==> config.mk <==
export PLATFORM = sky130hd
export DESIGN_NAME = data_split_flat
export DESIGN_NICKNAME = d
export VERILOG_FILES = /design/src/rtl/data_split_if.sv /design/src/rtl/data_split.sv /design/src/flat_wrapper.sv
export SDC_FILE = /design/constraint.sdc
export NUM_CORES = 1
export LEC_CHECK = 0
export BUFFER_PORTS_ARGS = -buffer_cell sky130_fd_sc_hd__buf_2
export CAP_MARGIN = 25
export CORE_MARGIN = 3
export CORE_UTILIZATION = 40
export CTS_BUF_LIST = sky130_fd_sc_hd__clkbuf_16
export DETAILED_ROUTE_END_ITERATION = 16
export GPL_ROUTABILITY_DRIVEN = 0
export GPL_TIMING_DRIVEN = 0
export SYNTH_ARGS = -nofsm -noshare
export SYNTH_HDL_FRONTEND = slang
export SYNTH_SLANG_ARGS = --single-unit
==> constraint.sdc <==
create_clock -name clk -period 6.3 [get_ports clk]
set_input_delay 1.26 -clock clk [delete_from_list [all_inputs] [get_ports clk]]
set_output_delay 1.26 -clock clk [all_outputs]
set_load 0.02 [all_outputs]
==> src/rtl/data_split_if.sv <==
// Byte-in / dibit-out bus of the data_split serializer.
// The master side offers bytes and observes the dibit stream; the slave side is the serializer.
interface data_split_if;
  logic [7:0] din;
  logic       din_valid;
  logic       din_ready;
  logic [1:0] dout;
  logic       dout_en;
  logic       busy;

  modport master (
    output din, din_valid,
    input  din_ready, dout, dout_en, busy
  );

  modport slave (
    input  din, din_valid,
    output din_ready, dout, dout_en, busy
  );
endinterface

==> src/rtl/data_split.sv <==
// Byte-to-dibit serializer: FIFO-buffered bytes leave as four back-to-back 2-bit beats, MSB dibit first.
//
// state    | meaning
// ST_IDLE  | nothing in flight, shifter cleared, dout_en low
// ST_SHIFT | presenting sh_q[7:6], cnt_q counts the dibit index 0..3 of the current byte
module data_split #(
  parameter int DEPTH_LOG2 = 2
) (
  input logic         clk,
  input logic         rstn,
  data_split_if.slave bus
);

  localparam int                  DEPTH = 1 << DEPTH_LOG2;
  localparam logic [DEPTH_LOG2:0] FULL  = (DEPTH_LOG2 + 1)'(DEPTH);

  typedef enum logic {
    ST_IDLE  = 1'b0,
    ST_SHIFT = 1'b1
  } state_t;

  state_t                state_q, state_d;
  logic [7:0]            mem_q [DEPTH];
  logic [7:0]            mem_d [DEPTH];
  logic [DEPTH_LOG2-1:0] wr_ptr_q, wr_ptr_d;
  logic [DEPTH_LOG2-1:0] rd_ptr_q, rd_ptr_d;
  logic [DEPTH_LOG2:0]   count_q, count_d;
  logic [7:0]            sh_q, sh_d;
  logic [1:0]            cnt_q, cnt_d;
  logic                  push;
  logic                  pop;
  logic                  fifo_empty;
  logic                  shifting;

  // Ready looks only at the registered count, so a full FIFO refuses even during a pop.
  assign bus.din_ready = (count_q != FULL);
  assign push          = bus.din_valid & bus.din_ready;
  assign fifo_empty    = (count_q == '0);
  assign shifting      = (state_q == ST_SHIFT);

  always_comb begin
    state_d = state_q;
    sh_d    = sh_q;
    cnt_d   = cnt_q;
    pop     = 1'b0;
    case (state_q)
      ST_IDLE: begin
        sh_d = '0;
        if (!fifo_empty) begin
          pop     = 1'b1;
          sh_d    = mem_q[rd_ptr_q];
          cnt_d   = 2'd0;
          state_d = ST_SHIFT;
        end
      end
      ST_SHIFT: begin
        sh_d  = sh_q << 2;
        cnt_d = cnt_q + 2'd1;
        if (cnt_q == 2'd3) begin
          // Reload on the last dibit so consecutive bytes stream without a gap.
          if (!fifo_empty) begin
            pop   = 1'b1;
            sh_d  = mem_q[rd_ptr_q];
            cnt_d = 2'd0;
          end else begin
            sh_d    = '0;
            state_d = ST_IDLE;
          end
        end
      end
      default: begin
        sh_d    = '0;
        cnt_d   = 2'd0;
        state_d = ST_IDLE;
      end
    endcase
  end

  always_comb begin
    mem_d    = mem_q;
    wr_ptr_d = wr_ptr_q;
    rd_ptr_d = rd_ptr_q;
    count_d  = count_q;
    if (push) begin
      mem_d[wr_ptr_q] = bus.din;
      wr_ptr_d        = wr_ptr_q + 1'b1;
    end
    if (pop) begin
      rd_ptr_d = rd_ptr_q + 1'b1;
    end
    case ({push, pop})
      2'b10:   count_d = count_q + 1'b1;
      2'b01:   count_d = count_q - 1'b1;
      default: count_d = count_q;
    endcase
  end

  always_ff @(posedge clk or negedge rstn) begin
    if (!rstn) begin
      state_q  <= ST_IDLE;
      wr_ptr_q <= '0;
      rd_ptr_q <= '0;
      count_q  <= '0;
      sh_q     <= '0;
      cnt_q    <= 2'd0;
    end else begin
      state_q  <= state_d;
      wr_ptr_q <= wr_ptr_d;
      rd_ptr_q <= rd_ptr_d;
      count_q  <= count_d;
      sh_q     <= sh_d;
      cnt_q    <= cnt_d;
    end
  end

  // Storage needs no reset: a slot is only read after it has been written.
  always_ff @(posedge clk) begin
    mem_q <= mem_d;
  end

  // The shifter is zero whenever idle, so dout needs no gating.
  assign bus.dout    = sh_q[7:6];
  assign bus.dout_en = shifting;
  assign bus.busy    = !fifo_empty | shifting;

endmodule
==> src/flat_wrapper.sv <==
// flat-port wrapper written by rule: the top's interface ports become plain ports
module data_split_flat 
#(
  parameter int DEPTH_LOG2 = 2
)
  (clk, rstn, bus_din, bus_din_valid, bus_din_ready, bus_dout, bus_dout_en, bus_busy);
  data_split_if bus_i ();
  input logic clk;
  input logic rstn;
  input wire logic [$bits(bus_i.din)-1:0] bus_din;
  input wire logic [$bits(bus_i.din_valid)-1:0] bus_din_valid;
  output wire logic [$bits(bus_i.din_ready)-1:0] bus_din_ready;
  output wire logic [$bits(bus_i.dout)-1:0] bus_dout;
  output wire logic [$bits(bus_i.dout_en)-1:0] bus_dout_en;
  output wire logic [$bits(bus_i.busy)-1:0] bus_busy;
  assign bus_i.din = bus_din;
  assign bus_i.din_valid = bus_din_valid;
  assign bus_din_ready = bus_i.din_ready;
  assign bus_dout = bus_i.dout;
  assign bus_dout_en = bus_i.dout_en;
  assign bus_busy = bus_i.busy;
  data_split #(.DEPTH_LOG2(DEPTH_LOG2)) u_core (.clk(clk), .rstn(rstn), .bus(bus_i));
endmodule
==> impl_results.rst <==
.. list-table::
   :header-rows: 1

   * - Metric
     - Value
   * - Number of remaining DRC errors
     - 0
   * - Post-detailed-route count of antenna-violating nets
     - 0
   * - Worst clock skew on the final layout
     - 0.003983 ns
   * - CTS Root Cell
     - sky130_fd_sc_hd__clkbuf_16
   * - Achievable frequency
     - 376.3 MHz
   * - Portion of synthesized cell area occupied by the leading cell type
     - 48.06%
   * - Final critical-path share of the clock period
     - 42.19%
   * - Count of endpoints failing hold in the final timing report
     - 0
   * - Slew margin rel.
     - 61.01%
   * - GRT busiest layer
     - met2
   * - Layout-stage area growth over the synthesis result
     - 16.21%
   * - Worst slew pin tran
     - 0.5848 ns
   * - Netlist area before placement
     - 0.001999 mm²
   * - Initial antenna violation count
     - 0
   * - Reg clk slew, reported paths
     - 0.06 ns
   * - Power Density
     - 487.4 mW/mm²
   * - Post-synth top area cell
     - sky130_fd_sc_hd__edfxtp_1
   * - Insertion delay to the later sink of the worst-skew pair
     - 0.28 ns
   * - Total GRT Usage
     - 11.95%
   * - Standard-cell row count
     - 25
   * - Post-detailed-route wirelength per cell
     - 15.08 µm
   * - Met1 Usage GRT
     - 14.94%
   * - Global-route wire length before repair
     - 5230 µm
   * - Std-Cell Core Area
     - 0.004786 mm²
   * - Drt pass-1 iters
     - 4
   * - Port Buffers
     - 15
   * - Hold Buf Count CTS
     - 0
   * - Placed Cells
     - 193
   * - Antenna cells
     - 0
   * - Clock buffer count from CTS
     - 5
   * - Category of the worst setup path launch point
     - flip-flop
   * - Met3 GRT Util
     - 4.812%
   * - Chip width
     - 76.70 µm
   * - Total wire length
     - 3031 µm
   * - CP Class
     - flip-flop to output pin
   * - Most area-consuming cells after synthesis
     - sky130_fd_sc_hd__edfxtp_1, sky130_fd_sc_hd__dfrtp_1, sky130_fd_sc_hd__mux4_2
   * - Total nets after synthesis
     - 129
   * - Number of standard cells in the final layout excluding fillers
     - 201
   * - Worst R2R Path Depth
     - 11
   * - Max H-tree Level
     - 2
   * - Die Height
     - 76.70 µm
   * - Final Slew Violations
     - 0
   * - Post-layout net count
     - 151
   * - # fillers
     - 403
   * - Via count of the first global-routing pass
     - 1021
   * - Via density per instance
     - 4.716
   * - Delay of the slowest cell on the worst path
     - 0.42 ns
   * - DRC marker count from the first detailed-route iteration
     - 16
   * - Final setup violating endpoints
     - 0
   * - Count of cells along the worst hold path
     - 1
   * - Clock sink total
     - 50
   * - Synthesis warning total
     - 0
   * - Cell variety after synth
     - 25
   * - Met2 layer usage reported by global route
     - 18.73%
   * - Number of gates resized after cts
     - 0
   * - Worst min path class
     - flip-flop to flip-flop
   * - Share of final-layout standard cells stronger than drive strength 1
     - 32.09%
   * - Required time of the critical path
     - 5.04 ns
   * - Maximum buffer depth of the clock tree
     - 2
   * - Average instance area after synthesis
     - 18.01 µm²
   * - Initial cell density of the core
     - 41.78%
   * - Clock tree from TritonCTS
     - built
   * - Cell count after synthesis
     - 111
   * - I/O pin cnt
     - 16
   * - HPWL after detailed placement
     - 1997 µm
   * - Result of the run
     - finished clean
   * - Unrepaired setup endpoints after global routing
     - false
   * - Via count
     - 948
   * - Pin count of the biggest net entering global routing
     - 19
   * - Arr. time, crit path
     - 1.40 ns
   * - Leakage power of the design
     - 0.9289 nW
   * - Global route overflow
     - 0
   * - Sequential cell area fraction in the yosys report
     - 70.59%
   * - Final sum of negative setup slack
     - 0 ns
   * - Slowest-stage cell, CP
     - sky130_fd_sc_hd__nor3_1
   * - Post-CTS setup buffer count
     - 0
   * - Worst slack at placement
     - 3.607 ns
   * - Die Footprint
     - 0.005883 mm²
   * - Critical path cell sequence
     - nor3_1 -> nand2b_1 -> buf_2
   * - Flip-flop and latch count after synthesis
     - 50
   * - CP Max Fanout
     - 4
   * - Worst-case setup margin in the final layout
     - 3.642 ns
   * - Number of max-capacitance violations reported
     - 0
   * - Min Clock Period, post-route
     - 2.658 ns
   * - Max rail drop VDD
     - 0.0002199 V
   * - CP endpoint kind
     - output pin
[power breakdown]
group | switching, mW | total (mW) | internal [mW]
Combinational | 0.182 | 0.355 | 0.173
Sequential | 0.0356 | 0.486 | 0.451
Clock | 0.106 | 0.292 | 0.186
Total | 0.323 | 1.13 | 0.809
[cell usage after synthesis, drive strengths merged]
master / number
mux4: 8
mux2i: 1
xor2: 4
ha: 6
buf: 5
mux2: 1
fa: 1
nor3b: 1
and3: 4
inv: 7
or3b: 1
nor3: 1
o21ai: 1
clkbuf: 1
dfrtp: 18
nor2b: 1
nor2: 3
nand2b: 2
edfxtp: 32
xnor2: 3
and2: 3
a22o: 6
nand2: 1
[through the flow]
stage	utilization [%]	area, µm²	power [mW]	hold slack (ns)
global placement	45.10	2158	0.8398	0.4548
CTS	48.55	2323	1.151	0.4704
finish	48.55	2323	1.133	0.4696
detailed placement	45.10	2158	0.8557	0.4554
floorplan	-	1999	0.7660	0.4486
global route	48.55	2323	1.212	0.4946
[sequential cells by signal (all words and copies together) (netlist names)]
| name | flops |
|---|---|
| u_core.wr_ptr_q | 2 |
| u_core.cnt_q | 2 |
| u_core.rd_ptr_q | 2 |
| u_core.count_q | 3 |
| u_core.bus.dout_en | 1 |
| u_core.sh_q | 8 |
| u_core.mem_q | 32 |
[cells in the final DEF, fill, tap and decap left out, types with 3 or more instances in the layout]
cell type	n
sky130_fd_sc_hd__mux4_2	8
sky130_fd_sc_hd__ha_1	6
sky130_fd_sc_hd__nor2_1	3
sky130_fd_sc_hd__xor2_1	4
sky130_fd_sc_hd__and3_2	4
sky130_fd_sc_hd__dfrtp_1	18
sky130_fd_sc_hd__inv_1	7
sky130_fd_sc_hd__buf_2	18
sky130_fd_sc_hd__xnor2_1	3
sky130_fd_sc_hd__edfxtp_1	32
sky130_fd_sc_hd__a22o_1	6
sky130_fd_sc_hd__clkbuf_16	5
[critical path: cells and delay by family (launching register included)]
| kind | cells | cell delay, ns |
|---|---|---|
| and+or+nand+nor | 2 | 0.53 |
| buffers and inverters | 1 | 0.17 |
| DFF | 1 | 0.41 |
[cell type report]
type / count / area (µm²) / share of cell area (%)
buffer: 6 / 33.78 / 1.454
tap: 67 / 83.83 / 3.608
sequential: 50 / 1411 / 60.74
clock inverter: 3 / 40.04 / 1.723
clock buffer: 5 / 125.1 / 5.385
multi-input combinational: 48 / 528.0 / 22.72
timing repair buffer: 15 / 75.07 / 3.231
inverter: 7 / 26.28 / 1.131
[logic make-up (layout without fill, tap and decap cells)]
kind of cell	Yosys count	count (layout)	synth area share, %
flip-flops	50	50	70.59
multiplexers	10	10	10.26
AND/OR/NAND/NOR	17	17	5.444
adder cells (fa/ha/maj)	7	7	4.756
AO/OA/AOI/OAI	7	7	2.878
XOR/XNOR	7	7	3.066
buffers and inverters	13	36	3.003
[per-layer routing]
metal / share of wire [%] / up-vias
met5: 0 / -
met4: 1.0 / 0
met3: 3.8 / 4
met2: 49 / 17
met1: 46 / 474
li1: - / 453
[final timing paths]
path	startpoint	endpoint	slack [ns]
max in group asynchronous	rstn	u_core.wr_ptr_q[0]	5.11
max reg2reg	u_core.cnt_q[0]	u_core.count_q[2]	4.00
max	u_core.count_q[0]	bus_busy	3.64
min reg2reg	u_core.sh_q[1]	u_core.sh_q[3]	0.47
min	u_core.sh_q[1]	u_core.sh_q[3]	0.47
min in group asynchronous	rstn	u_core.cnt_q[0]	0.90
Power figures use the tool's default switching activity.
